[src/rtl/uart_rx.sv]
// UART receive engine: 16x oversampled, mid-bit sampled, LSB first, 8N1-style framing.
// Good bytes are delivered on a valid/ready handshake; framing errors and overruns pulse for one cycle.
module uart_rx #(
   parameter int DATA_BITS   = 8,
   parameter int OVERSAMPLE  = 16,
   parameter int SYNC_STAGES = 2
) (
   input  logic                 clk,
   input  logic                 reset,
   input  logic                 rx_bit,
   input  logic [7:0]           freq_divider,
   output logic [DATA_BITS-1:0] rx_data,
   output logic                 rx_valid,
   input  logic                 rx_ready,
   output logic                 frame_err,
   output logic                 overrun,
   output logic                 busy
);

   localparam int OS_W = $clog2(OVERSAMPLE);
   localparam int BC_W = (DATA_BITS > 1) ? $clog2(DATA_BITS) : 1;
   localparam logic [OS_W-1:0] OS_LAST = OS_W'(OVERSAMPLE - 1);
   localparam logic [OS_W-1:0] OS_HALF = OS_W'(OVERSAMPLE / 2 - 1);
   localparam logic [BC_W-1:0] BC_LAST = BC_W'(DATA_BITS - 1);

   typedef enum logic [2:0] {
      ST_IDLE,
      ST_START,
      ST_DATA,
      ST_STOP,
      ST_WAIT_HIGH
   } state_t;

   state_t                 state_q, state_d;
   logic [SYNC_STAGES-1:0] sync_q, sync_d;
   logic [7:0]             div_cnt_q, div_cnt_d;
   logic                   tick_q, tick_d;
   logic [OS_W-1:0]        os_cnt_q, os_cnt_d;
   logic [BC_W-1:0]        bit_cnt_q, bit_cnt_d;
   logic [DATA_BITS-1:0]   shift_q, shift_d;
   logic [DATA_BITS-1:0]   rx_data_q, rx_data_d;
   logic                   rx_valid_q, rx_valid_d;
   logic                   frame_err_q, frame_err_d;
   logic                   overrun_q, overrun_d;
   logic                   rx_s;

   assign rx_s = sync_q[SYNC_STAGES-1];

   // Divider uses ">=" so a smaller freq_divider takes effect at once instead of wrapping.
   always_comb begin
      sync_d = {sync_q[SYNC_STAGES-2:0], rx_bit};
      if (div_cnt_q >= freq_divider) begin
         tick_d    = 1'b1;
         div_cnt_d = '0;
      end else begin
         tick_d    = 1'b0;
         div_cnt_d = div_cnt_q + 8'd1;
      end
   end

   always_comb begin
      // NOTE: every signal gets a default here first, so no path can leave one unassigned and infer a latch.
      state_d     = state_q;
      os_cnt_d    = os_cnt_q;
      bit_cnt_d   = bit_cnt_q;
      shift_d     = shift_q;
      rx_data_d   = rx_data_q;
      rx_valid_d  = rx_valid_q;
      frame_err_d = 1'b0;
      overrun_d   = 1'b0;

      if (rx_valid_q && rx_ready) begin
         rx_valid_d = 1'b0;
      end

      if (tick_q) begin
         unique case (state_q)
            ST_IDLE: begin
               if (!rx_s) begin
                  state_d  = ST_START;
                  os_cnt_d = '0;
               end
            end
            ST_START: begin
               if (os_cnt_q == OS_HALF) begin
                  if (rx_s) begin
                     state_d = ST_IDLE;
                  end else begin
                     state_d   = ST_DATA;
                     os_cnt_d  = '0;
                     bit_cnt_d = '0;
                  end
               end else begin
                  os_cnt_d = os_cnt_q + OS_W'(1);
               end
            end
            ST_DATA: begin
               if (os_cnt_q == OS_LAST) begin
                  os_cnt_d = '0;
                  shift_d[DATA_BITS-1] = rx_s;
                  for (int i = 0; i < DATA_BITS - 1; i++) begin
                     shift_d[i] = shift_q[i+1];
                  end
                  if (bit_cnt_q == BC_LAST) begin
                     state_d = ST_STOP;
                  end else begin
                     bit_cnt_d = bit_cnt_q + BC_W'(1);
                  end
               end else begin
                  os_cnt_d = os_cnt_q + OS_W'(1);
               end
            end
            ST_STOP: begin
               if (os_cnt_q == OS_LAST) begin
                  os_cnt_d = '0;
                  if (rx_s) begin
                     state_d = ST_IDLE;
                     // A byte accepted on this same edge frees the slot for the new one.
                     if (!rx_valid_q || rx_ready) begin
                        rx_data_d  = shift_q;
                        rx_valid_d = 1'b1;
                     end else begin
                        overrun_d = 1'b1;
                     end
                  end else begin
                     frame_err_d = 1'b1;
                     state_d     = ST_WAIT_HIGH;
                  end
               end else begin
                  os_cnt_d = os_cnt_q + OS_W'(1);
               end
            end
            ST_WAIT_HIGH: begin
               if (rx_s) begin
                  state_d = ST_IDLE;
               end
            end
            default: state_d = ST_IDLE;
         endcase
      end
   end

   always_ff @(posedge clk) begin
      // NOTE: the reset is sampled on the clock edge only; there is no storage array here, so every flop is cleared.
      if (!reset) begin
         state_q     <= ST_IDLE;
         sync_q      <= '1;
         div_cnt_q   <= '0;
         tick_q      <= 1'b0;
         os_cnt_q    <= '0;
         bit_cnt_q   <= '0;
         shift_q     <= '0;
         rx_data_q   <= '0;
         rx_valid_q  <= 1'b0;
         frame_err_q <= 1'b0;
         overrun_q   <= 1'b0;
      end else begin
         // NOTE: non-blocking assignments so every flop samples the pre-edge value of the others.
         state_q     <= state_d;
         sync_q      <= sync_d;
         div_cnt_q   <= div_cnt_d;
         tick_q      <= tick_d;
         os_cnt_q    <= os_cnt_d;
         bit_cnt_q   <= bit_cnt_d;
         shift_q     <= shift_d;
         rx_data_q   <= rx_data_d;
         rx_valid_q  <= rx_valid_d;
         frame_err_q <= frame_err_d;
         overrun_q   <= overrun_d;
      end
   end

   assign rx_data   = rx_data_q;
   assign rx_valid  = rx_valid_q;
   assign frame_err = frame_err_q;
   assign overrun   = overrun_q;
   assign busy      = (state_q != ST_IDLE);

endmodule
[config.mk]
export PLATFORM = sky130hd
export DESIGN_NAME = uart_rx
export DESIGN_NICKNAME = d
export VERILOG_FILES = /design/src/rtl/uart_rx.sv
export SDC_FILE = /design/constraint.sdc
export NUM_CORES = 1
export LEC_CHECK = 0
export CORE_ASPECT_RATIO = 0.8
export CORE_MARGIN = 5
export CORE_UTILIZATION = 52
export CTS_BUF_LIST = sky130_fd_sc_hd__clkbuf_4
export DETAILED_ROUTE_END_ITERATION = 8
export PLACE_DENSITY = 0.78
export SLEW_MARGIN = 5
export SYNTH_ARGS = -nofsm -noshare
export SYNTH_HDL_FRONTEND = slang
export SYNTH_SLANG_ARGS = --single-unit
[constraint.sdc]
create_clock -name clk -period 1.65 [get_ports clk]
set_clock_uncertainty 0.05 [all_clocks]
set_input_delay 0.33 -clock clk [delete_from_list [all_inputs] [get_ports clk]]
set_output_delay 0.33 -clock clk [all_outputs]
set_load 0.03 [all_outputs]
# Yosys cells after proc, flatten, opt, wreduce, memory -nomap -nowiden
# Cells that the tools add are included.
[op_classes]
reduce_logical = 16
addsub = 3
bitwise_logic = 1
mux = 27
eq_ne = 15
order_cmp = 1
[ops]
columns = ["cell", "count"]
rows = [
  ["$mux W3", 11],
  ["$ne A2 B2 Y1 const B", 8],
  ["$pmux W3 S5", 1],
  ["$mux W4", 3],
  ["$pmux W4 S3", 1],
  ["$reduce_and A5 Y1", 2],
  ["$mux W1", 9],
  ["$add A8 B1 Y8 const B", 1],
  ["$ge A8 B8 Y1", 1],
  ["$reduce_and A7 Y1", 1],
  ["$eq A3 B2 Y1 const B", 2],
  ["$eq A3 B3 Y1 const B", 2],
  ["$pmux W3 S2", 1],
  ["$reduce_and A6 Y1", 1],
  ["$reduce_bool A3 Y1", 2],
  ["$add A4 B1 Y4 const B", 1],
  ["$eq A4 B3 Y1 const B", 1],
  ["$eq A4 B4 Y1 const B", 1],
  ["$reduce_and A4 Y1", 1],
  ["$reduce_or A2 Y1", 2],
  ["$add A3 B1 Y3 const B", 1],
  ["$eq A3 B1 Y1 const B", 1],
  ["$logic_not A3 Y1", 1],
  ["$reduce_and A3 Y1", 1],
  ["other kinds (7)", 7],
]
[totals]
regBits = 40
out_inout_bits = 12
wordCells = 74
inputBits = 12

# Depth between registers and ports, before layout
# Gate-level depths: netlist of the first run.
[logic_depth]
depth_word = 7
ltp_mapped = 6
depth_no_buf = 6

# Least setup slack after synthesis of the first run
# Ideal clock, no wire load.
[synth_path]
path_kind = "register -> register"
start = "reg os_cnt_q[0]"
end = "reg shift_q[0]"
t_required_ps = 1484
setup_ps = 116
n_path_buf = 0
path_stages_with_launch = 6
arrival_time_ps = 1547
path_slack_ps = -63
synth_period_minus_slack_ps = 1713
path_cell_list = "dfxtp_1 > ha_1 > nand3_4 > nor4_4 > mux2i_1 > nor2b_1"
[synth_via]
elab_chain_cells = 2
[synth_lines]
columns = ["element", "line", "text"]
rows = [
  ["from (decl)", "38", "logic [OS_W-1:0] os_cnt_q, os_cnt_d;"],
  ["from (signal assigned)", "163", "os_cnt_q <= os_cnt_d;"],
  ["$eq A4 B4 Y1", "98", "if (os_cnt_q == OS_LAST) begin"],
  ["$reduce_and A3 Y1 (no line)", "n/a", ""],
  ["to (signal assigned)", "165", "shift_q <= shift_d;"],
  ["to (decl)", "40", "logic [DATA_BITS-1:0] shift_q, shift_d;"],
]
# No other way between the ends.
# A chain may end at the register's enable or synchronous reset.

# Worst setup path after layout of the first run
[layout_path]
start = "in freq_divider[6]"
end = "reg div_cnt_q[2]"
[layout_via]
elab_chain_cells = 2
[layout_lines]
columns = ["element", "line", "text"]
rows = [
  ["from (decl)", "11", "input logic [7:0] freq_divider,"],
  ["$ge A8 B8 Y1", "52", "if (div_cnt_q >= freq_divider) begin"],
  ["$reduce_or A2 Y1 (no line)", "n/a", ""],
  ["to (signal assigned)", "161", "div_cnt_q <= div_cnt_d;"],
  ["to (decl)", "36", "logic [7:0] div_cnt_q, div_cnt_d;"],
]
# No other way between the ends.

==> flow_metrics.env, run 1 <==
export IMPL_highest_layer="met4"
export IMPL_cts_buffers=5
export IMPL_synth_ff_type="dfxtp_1"
export IMPL_crit_path_max_fanout=8
export IMPL_synth_edf_count=0
export IMPL_irDropWorstVdd_uv=549
export IMPL_drt_wirelength_per_cell_um=14.0
export IMPL_synthArstFlopShare=0
export IMPL_cts_root_buf="clkbuf_4"
export IMPL_yosysWarningCount=0
export IMPL_grt_antenna_before_repair=0
export IMPL_r2r_slack_ps=0
export IMPL_fin_crit_ps=1670
export IMPL_cts_clk_slew_worst_paths_ps=120
export IMPL_grt_pass1_wl_mm=7.33
export IMPL_drc_errors=0
export IMPL_syn_to_final_growth_pct=33.4
export IMPL_syn_num_nets=243
export IMPL_rr_worst_depth=5
export IMPL_die_height_um=65.2
export IMPL_startpoint_type="primary input"
export IMPL_fin_nets=286
export IMPL_layout_cells_non_filler=307
export IMPL_overflow=0
export IMPL_design_die_area_um2=5140
export IMPL_crit_path_end_kind="flop"
export IMPL_critical_path_class="primary input to flop"
export IMPL_portBuffers=23
export IMPL_hp_class="flop to flop"
export IMPL_violations="negative setup slack"
export IMPL_worst_pin_slew_ps=426
export IMPL_status="complete, but fails checks"
export IMPL_finalHoldViolations=0
export IMPL_power_leakage_uw=0.00106
export IMPL_drt_iter0_drc=95
export IMPL_drv_slew=0
export IMPL_drv_cap=0
export IMPL_clock_path_buffers=2
export IMPL_pre_cts_ws_ps=-616
export IMPL_grt_pass1_vias=1652
export IMPL_rr_startpoint="div_cnt_q[1]"
export IMPL_wl_met2_mm=2.00
export IMPL_worstHoldStart="sync_q[0]"
export IMPL_slew_headroom=0.715
export IMPL_holdPathStages=1
export IMPL_final_antenna_net_count=0
export IMPL_ioPinCount=24
export IMPL_power_density_nw_per_um2=679
export IMPL_cts_tree="done"
export IMPL_r2r_end="div_cnt_q[2]"
export IMPL_synthDistinctLibCells=43
export IMPL_place_congestion=0.872
export IMPL_synth_top_area_cell="dfxtp_1"
export IMPL_fillCellCount=280
export IMPL_wirelength_mm=4.30
export IMPL_slowest_stage="clkdlybuf4s50_1"
export IMPL_syn_area_per_cell_um2=9.03
export IMPL_syn_inst=219
export IMPL_die_w_um=78.9
export IMPL_crit_arrival_ps=1890
export IMPL_viasPerCell=5.43
export IMPL_diodes=0
export IMPL_ctsHtreeMaxLevel=2
export IMPL_fin_crit_sh=1.01
export IMPL_wl_met3_um=157
export IMPL_syn_area_um2=1980
export IMPL_setup_viol=1
export IMPL_p_total_uw=1790
export IMPL_multi_input_area_um2=1200
export IMPL_grt_max_degree=26
export IMPL_hold_buffers=0
export IMPL_synth_most_common_cell="dfxtp_1"
export IMPL_holdPathEnd="sync_q[1]"
export IMPL_core_area_um2=3730
export IMPL_drt_met1_wl_mm=2.07
export IMPL_netlist_area_leader_share=0.405
export IMPL_synth_area_leaders="dfxtp_1 41%, ha_1 7.6%, mux2i_1 5.6%"
export IMPL_ff_latch_area_um2=813
export IMPL_num_rows=20
export IMPL_rsz0062_at_grt="true"
export IMPL_cts_num_sinks=40
export IMPL_placed_cells=298
export IMPL_routed_via_count=1666
export IMPL_fmax_mhz=600
export IMPL_fin_area_um2=2640
export IMPL_finalWorstSetupSlack_ps=-17.2
export IMPL_slowest_delay_ps=450
export IMPL_ys_seq_area_frac=0.405
export IMPL_synth_common_cells="40 x dfxtp_1, 18 x nand2_1, 17 x nand3_1"
export IMPL_dp_hpwl_mm=2.84
export IMPL_required_ps=1870
export IMPL_clkLatencyLatePin_ps=340
export IMPL_drive_gt1_frac=0.243
export IMPL_cp_cell_sequence="clkdlybuf4s50_1 > inv_1 > ha_1 > a21o_1 > a21oi_4 > o311ai_4 > nor2_1"
export IMPL_track_usage=0.177
export IMPL_start_util=0.530
export IMPL_placed_area_um2=2440
export IMPL_crit_start="freq_divider[6]"
export IMPL_synth_seq_cells=40
export IMPL_firstDrtPassIters=4
worst max-delay path: cells and delay by family:
family	cells	cell delay [ps]
adder cells (fa/ha/maj)	1	310
AND/OR/NAND/NOR	1	140
buffers and inverters	2	490
AO/OA/AOI/OAI	3	620
cell families after synthesis:
group / Yosys count / share of synthesized area
buf+inv: 25 / 0.0519
xor+xnor: 8 / 0.0354
compound gates: 40 / 0.135
fa+ha+maj: 12 / 0.0759
mux: 11 / 0.0557
flops: 40 / 0.405
simple gates: 83 / 0.241
timing repair:
item,in CTS,in global routing
hold endpoints to repair,0,0
setup buffers,1,1
pin swaps,8,8
endpoints found under the setup margin,22,23
resized for setup,30,20
layout make-up:
class / count / share of cell area
timing repair buffer: 47 / 0.164
tap: 44 / 0.0209
clock inverter: 3 / 0.0161
inverter: 14 / 0.0199
sequential: 40 / 0.308
clock buffer: 5 / 0.0142
multi-input combinational: 154 / 0.457
metrics by stage:
step / hold WS [ps] / utilization / TNS [ps]
detailed placement: 345 / 0.656 / -5490
finish: 374 / 0.707 / -17.2
floorplan: 336 / - / 0
CTS: 375 / 0.691 / -86.9
global placement: 338 / 0.656 / -4860
global route: 386 / 0.707 / -349
registers in the layout (all words and copies together) (netlist names):
signal and flops:
frame_err 1, tick_q 1, state_q 3, shift_q 8, sync_q 2, rx_data 8
overrun 1, rx_valid 1, bit_cnt_q 3, div_cnt_q 8, os_cnt_q 4
cells in the final DEF, fill, tap and decap left out, drive strengths merged, types with 2 or more instances in the layout:
cell type | synthesis | routed
nand2b | 5 | 5
a21oi | 8 | 8
mux2i | 11 | 11
a21o | 2 | 2
ha | 12 | 12
o21ai | 9 | 9
o31ai | 4 | 4
clkbuf | 9 | 5
nand3b | 2 | 2
inv | 14 | 14
o21a | 5 | 5
or3 | 3 | 3
buf | 2 | 25
and3 | 3 | 3
nand2 | 18 | 18
a31oi | 2 | 2
nor2b | 10 | 10
dfxtp | 40 | 40
nor4 | 3 | 3
nor3 | 2 | 2
o21bai | 2 | 2
a211oi | 2 | 2
xnor2 | 3 | 3
clkdlybuf4s50 | 0 | 7
xor2 | 5 | 5
dlygate4sd2 | 0 | 14
nor2 | 13 | 13
nand3 | 18 | 18
report_power, final:
part / leakage, µW / switching, µW / internal [µW]
clock: 0.0000412 / 331 / 316
sequential: 0.000327 / 6.76 / 974
combinational: 0.000691 / 76.1 / 85.9
how the worst max path moves through the flow:
stage / end / slack (ps)
floorplan: shift_q[0] / 8
global placement: div_cnt_q[3] / -550
detailed placement: div_cnt_q[4] / -620
CTS: busy / -90
global route: div_cnt_q[2] / -70
finish: div_cnt_q[2] / -20
routing by layer:
layer | global-route usage | up-vias
li1 | - | 847
met4 | 0.0558 | 0
met2 | 0.286 | 30
met5 | 0 | -
met3 | 0.0521 | 6
met1 | 0.230 | 783
(Power assumes the default switching activity.)
==> run 2, diff against run 1 <==
CORE_ASPECT_RATIO = default   (was 0.8)
clock period = 1.5 ns   (was 1.65 ns; I/O delays follow)
==> run 2 against run 1 <==
  * The run still ends with negative setup slack left
  * Sequential share of layout area down 2.4 points
  * First-iteration DRC count up 13%
  * Combinational power up 2%
  * Sequential power up 10%
==> flow_metrics.env, run 2 (synthesis results as in run 1) <==
export IMPL_p_int_uw=1520
export IMPL_routed_via_count=1737
export IMPL_power_leakage_uw=0.00113
export IMPL_syn_to_final_growth_pct=45.7
export IMPL_portBuffers=23
export IMPL_crit_arrival_ps=1830
export IMPL_clkLatencyLatePin_ps=360
export IMPL_rr_worst_depth=5
export IMPL_crit_path_end_kind="flop"
export IMPL_setup_viol=29
export IMPL_path_depth=5
export IMPL_slowest_delay_ps=530
export IMPL_slowest_stage="or4_4"
export IMPL_grt_pass1_vias=1684
export IMPL_final_util=0.787
export IMPL_mostFrequentLayoutCells="31 x buf_4, 28 x dfxtp_1, 18 x nand2_1"
export IMPL_overflow=0
export IMPL_drt_wirelength_per_cell_um=14.3
export IMPL_dp_hpwl_mm=3.03
export IMPL_rsz0062_at_grt="true"
export IMPL_design_die_area_um2=5140
export IMPL_die_height_um=71.7
export IMPL_crit_path_max_fanout=8
export IMPL_status="complete, but fails checks"
export IMPL_worst_pin_slew_ps=415
export IMPL_cts_tree="done"
export IMPL_diodes=0
export IMPL_cp_cell_sequence="ha_4 > or4_4 > a21oi_4 > o311ai_4 > nor2_1"
export IMPL_final_common_cell="buf_4"
export IMPL_fin_nets=301
export IMPL_core_area_um2=3660
export IMPL_combPwrFrac=0.084
export IMPL_tns_ps=-1600
export IMPL_rr_startpoint="div_cnt_q[1]"
export IMPL_hp_class="flop to flop"
export IMPL_critical_path_class="flop to flop"
export IMPL_startpoint_type="flop"
export IMPL_track_usage=0.183
export IMPL_power_density_nw_per_um2=691
export IMPL_irDropWorstVdd_uv=573
export IMPL_place_congestion=0.836
export IMPL_required_ps=1750
export IMPL_drv_slew=0
export IMPL_cts_clk_slew_worst_paths_ps=130
export IMPL_die_w_um=71.7
export IMPL_p_seq_frac=0.543
export IMPL_crit_buf_inv=0
export IMPL_crit_end="div_cnt_q[7]"
export IMPL_num_rows=22
export IMPL_r2r_slack_ps=-80
export IMPL_drive_gt1_frac=0.363
export IMPL_grt_max_degree=26
export IMPL_cts_buffers=5
export IMPL_wirelength_mm=4.65
export IMPL_fin_crit_sh=1.06
export IMPL_final_antenna_net_count=0
export IMPL_power_frac_clock=0.374
export IMPL_violations="negative setup slack"
export IMPL_ctsHtreeMaxLevel=2
export IMPL_cts_num_sinks=40
export IMPL_firstDrtPassIters=4
export IMPL_clock_path_buffers=2
export IMPL_drt_iter0_drc=107
export IMPL_finalWorstSetupSlack_ps=-83.1
export IMPL_finalHoldViolations=0
export IMPL_grt_pass1_wl_mm=7.49
export IMPL_cts_root_buf="clkbuf_4"
export IMPL_power_switching_uw=473
export IMPL_fmax_mhz=632
export IMPL_start_util=0.540
export IMPL_fin_crit_ps=1580
export IMPL_viasPerCell=5.33
export IMPL_switching_share=0.238
export IMPL_path_delay_family="simple AND/OR/NAND/NOR gates"
export IMPL_crit_start="div_cnt_q[1]"
export IMPL_drv_cap=0
export IMPL_ioPinCount=24
export IMPL_grt_antenna_before_repair=0
export IMPL_slew_headroom=0.723
export IMPL_drc_errors=0
export IMPL_r2r_end="div_cnt_q[7]"
## run 2: cell count changes in the layout (fill, tap and decap cells not counted), moves of 4 or more
cell             change
ha_4                 +4
dfxtp_2              +4
dfxtp_1              -4
o21ai_2              +8
clkdlybuf4s15_1      +5
dlygate4sd2_1        -8
buf_4               +11
o21ai_1              -8
buf_6                +6
## run 2: worst min path at each step
stage,startpoint,endpoint,slack (ps),cells past startpoint
floorplan,sync_q[0],sync_q[1],340,1
global placement,sync_q[0],sync_q[1],340,1
detailed placement,sync_q[0],sync_q[1],350,1
CTS,sync_q[0],sync_q[1],380,1
global route,sync_q[0],sync_q[1],420,1
finish,sync_q[0],sync_q[1],390,1
## run 2: stage by stage
stage / cells / area (µm²) / hold WS (ps) / total power (µW) / worst slack (ps)
after CTS: 323 / 2750 / 382 / 2000 / -250
final: 326 / 2880 / 393 / 1990 / -83.1
after detailed placement: 309 / 2550 / 353 / 1260 / -576
after global placement: 309 / 2550 / 340 / 1260 / -556
after global routing: 326 / 2880 / 418 / 2080 / -155
after floorplan: 219 / 2060 / 336 / 1200 / -131
## run 2: worst register-to-register path, cell delays in order, from the launching register on
cell      delay (ps)
dfxtp_2          360
ha_4             150
or4_4            530
a21oi_4          160
o311ai_4         150
nor2_1           130
## run 2: power groups by stage
stage	combinational [µW]	clock, µW	sequential (µW)
after floorplan	93.7	0	1100
after global placement	156	0	1100
after detailed placement	160	0	1100
after CTS	164	760	1080
after global routing	185	808	1080
final	166	743	1080
## run 2: final cells by class
class                           instances  area [µm²]
Clock buffer                            5        37.5
Clock inverter                          3        45.0
Fill cell                             243         781
Inverter                               14        52.6
Multi-Input combinational cell        154        1310
Sequential cell                        40         818
Tap cell                               48        60.1
Timing Repair Buffer                   62         557
## run 2: layer usage
metal,track usage,part of all wire,vias to the layer above
li1,-,-,879
met1,0.220,0.44,826
met5,0,0,-
met2,0.318,0.52,28
met3,0.0463,0.038,4
met4,0.0564,0.0084,0
## run 2: repair_timing
action,CTS,global route
resized for setup,31,50
cloned,1,0
hold buffers,0,0
pin swaps,14,27
endpoints found under the setup margin,40,41
buffers inserted,5,5
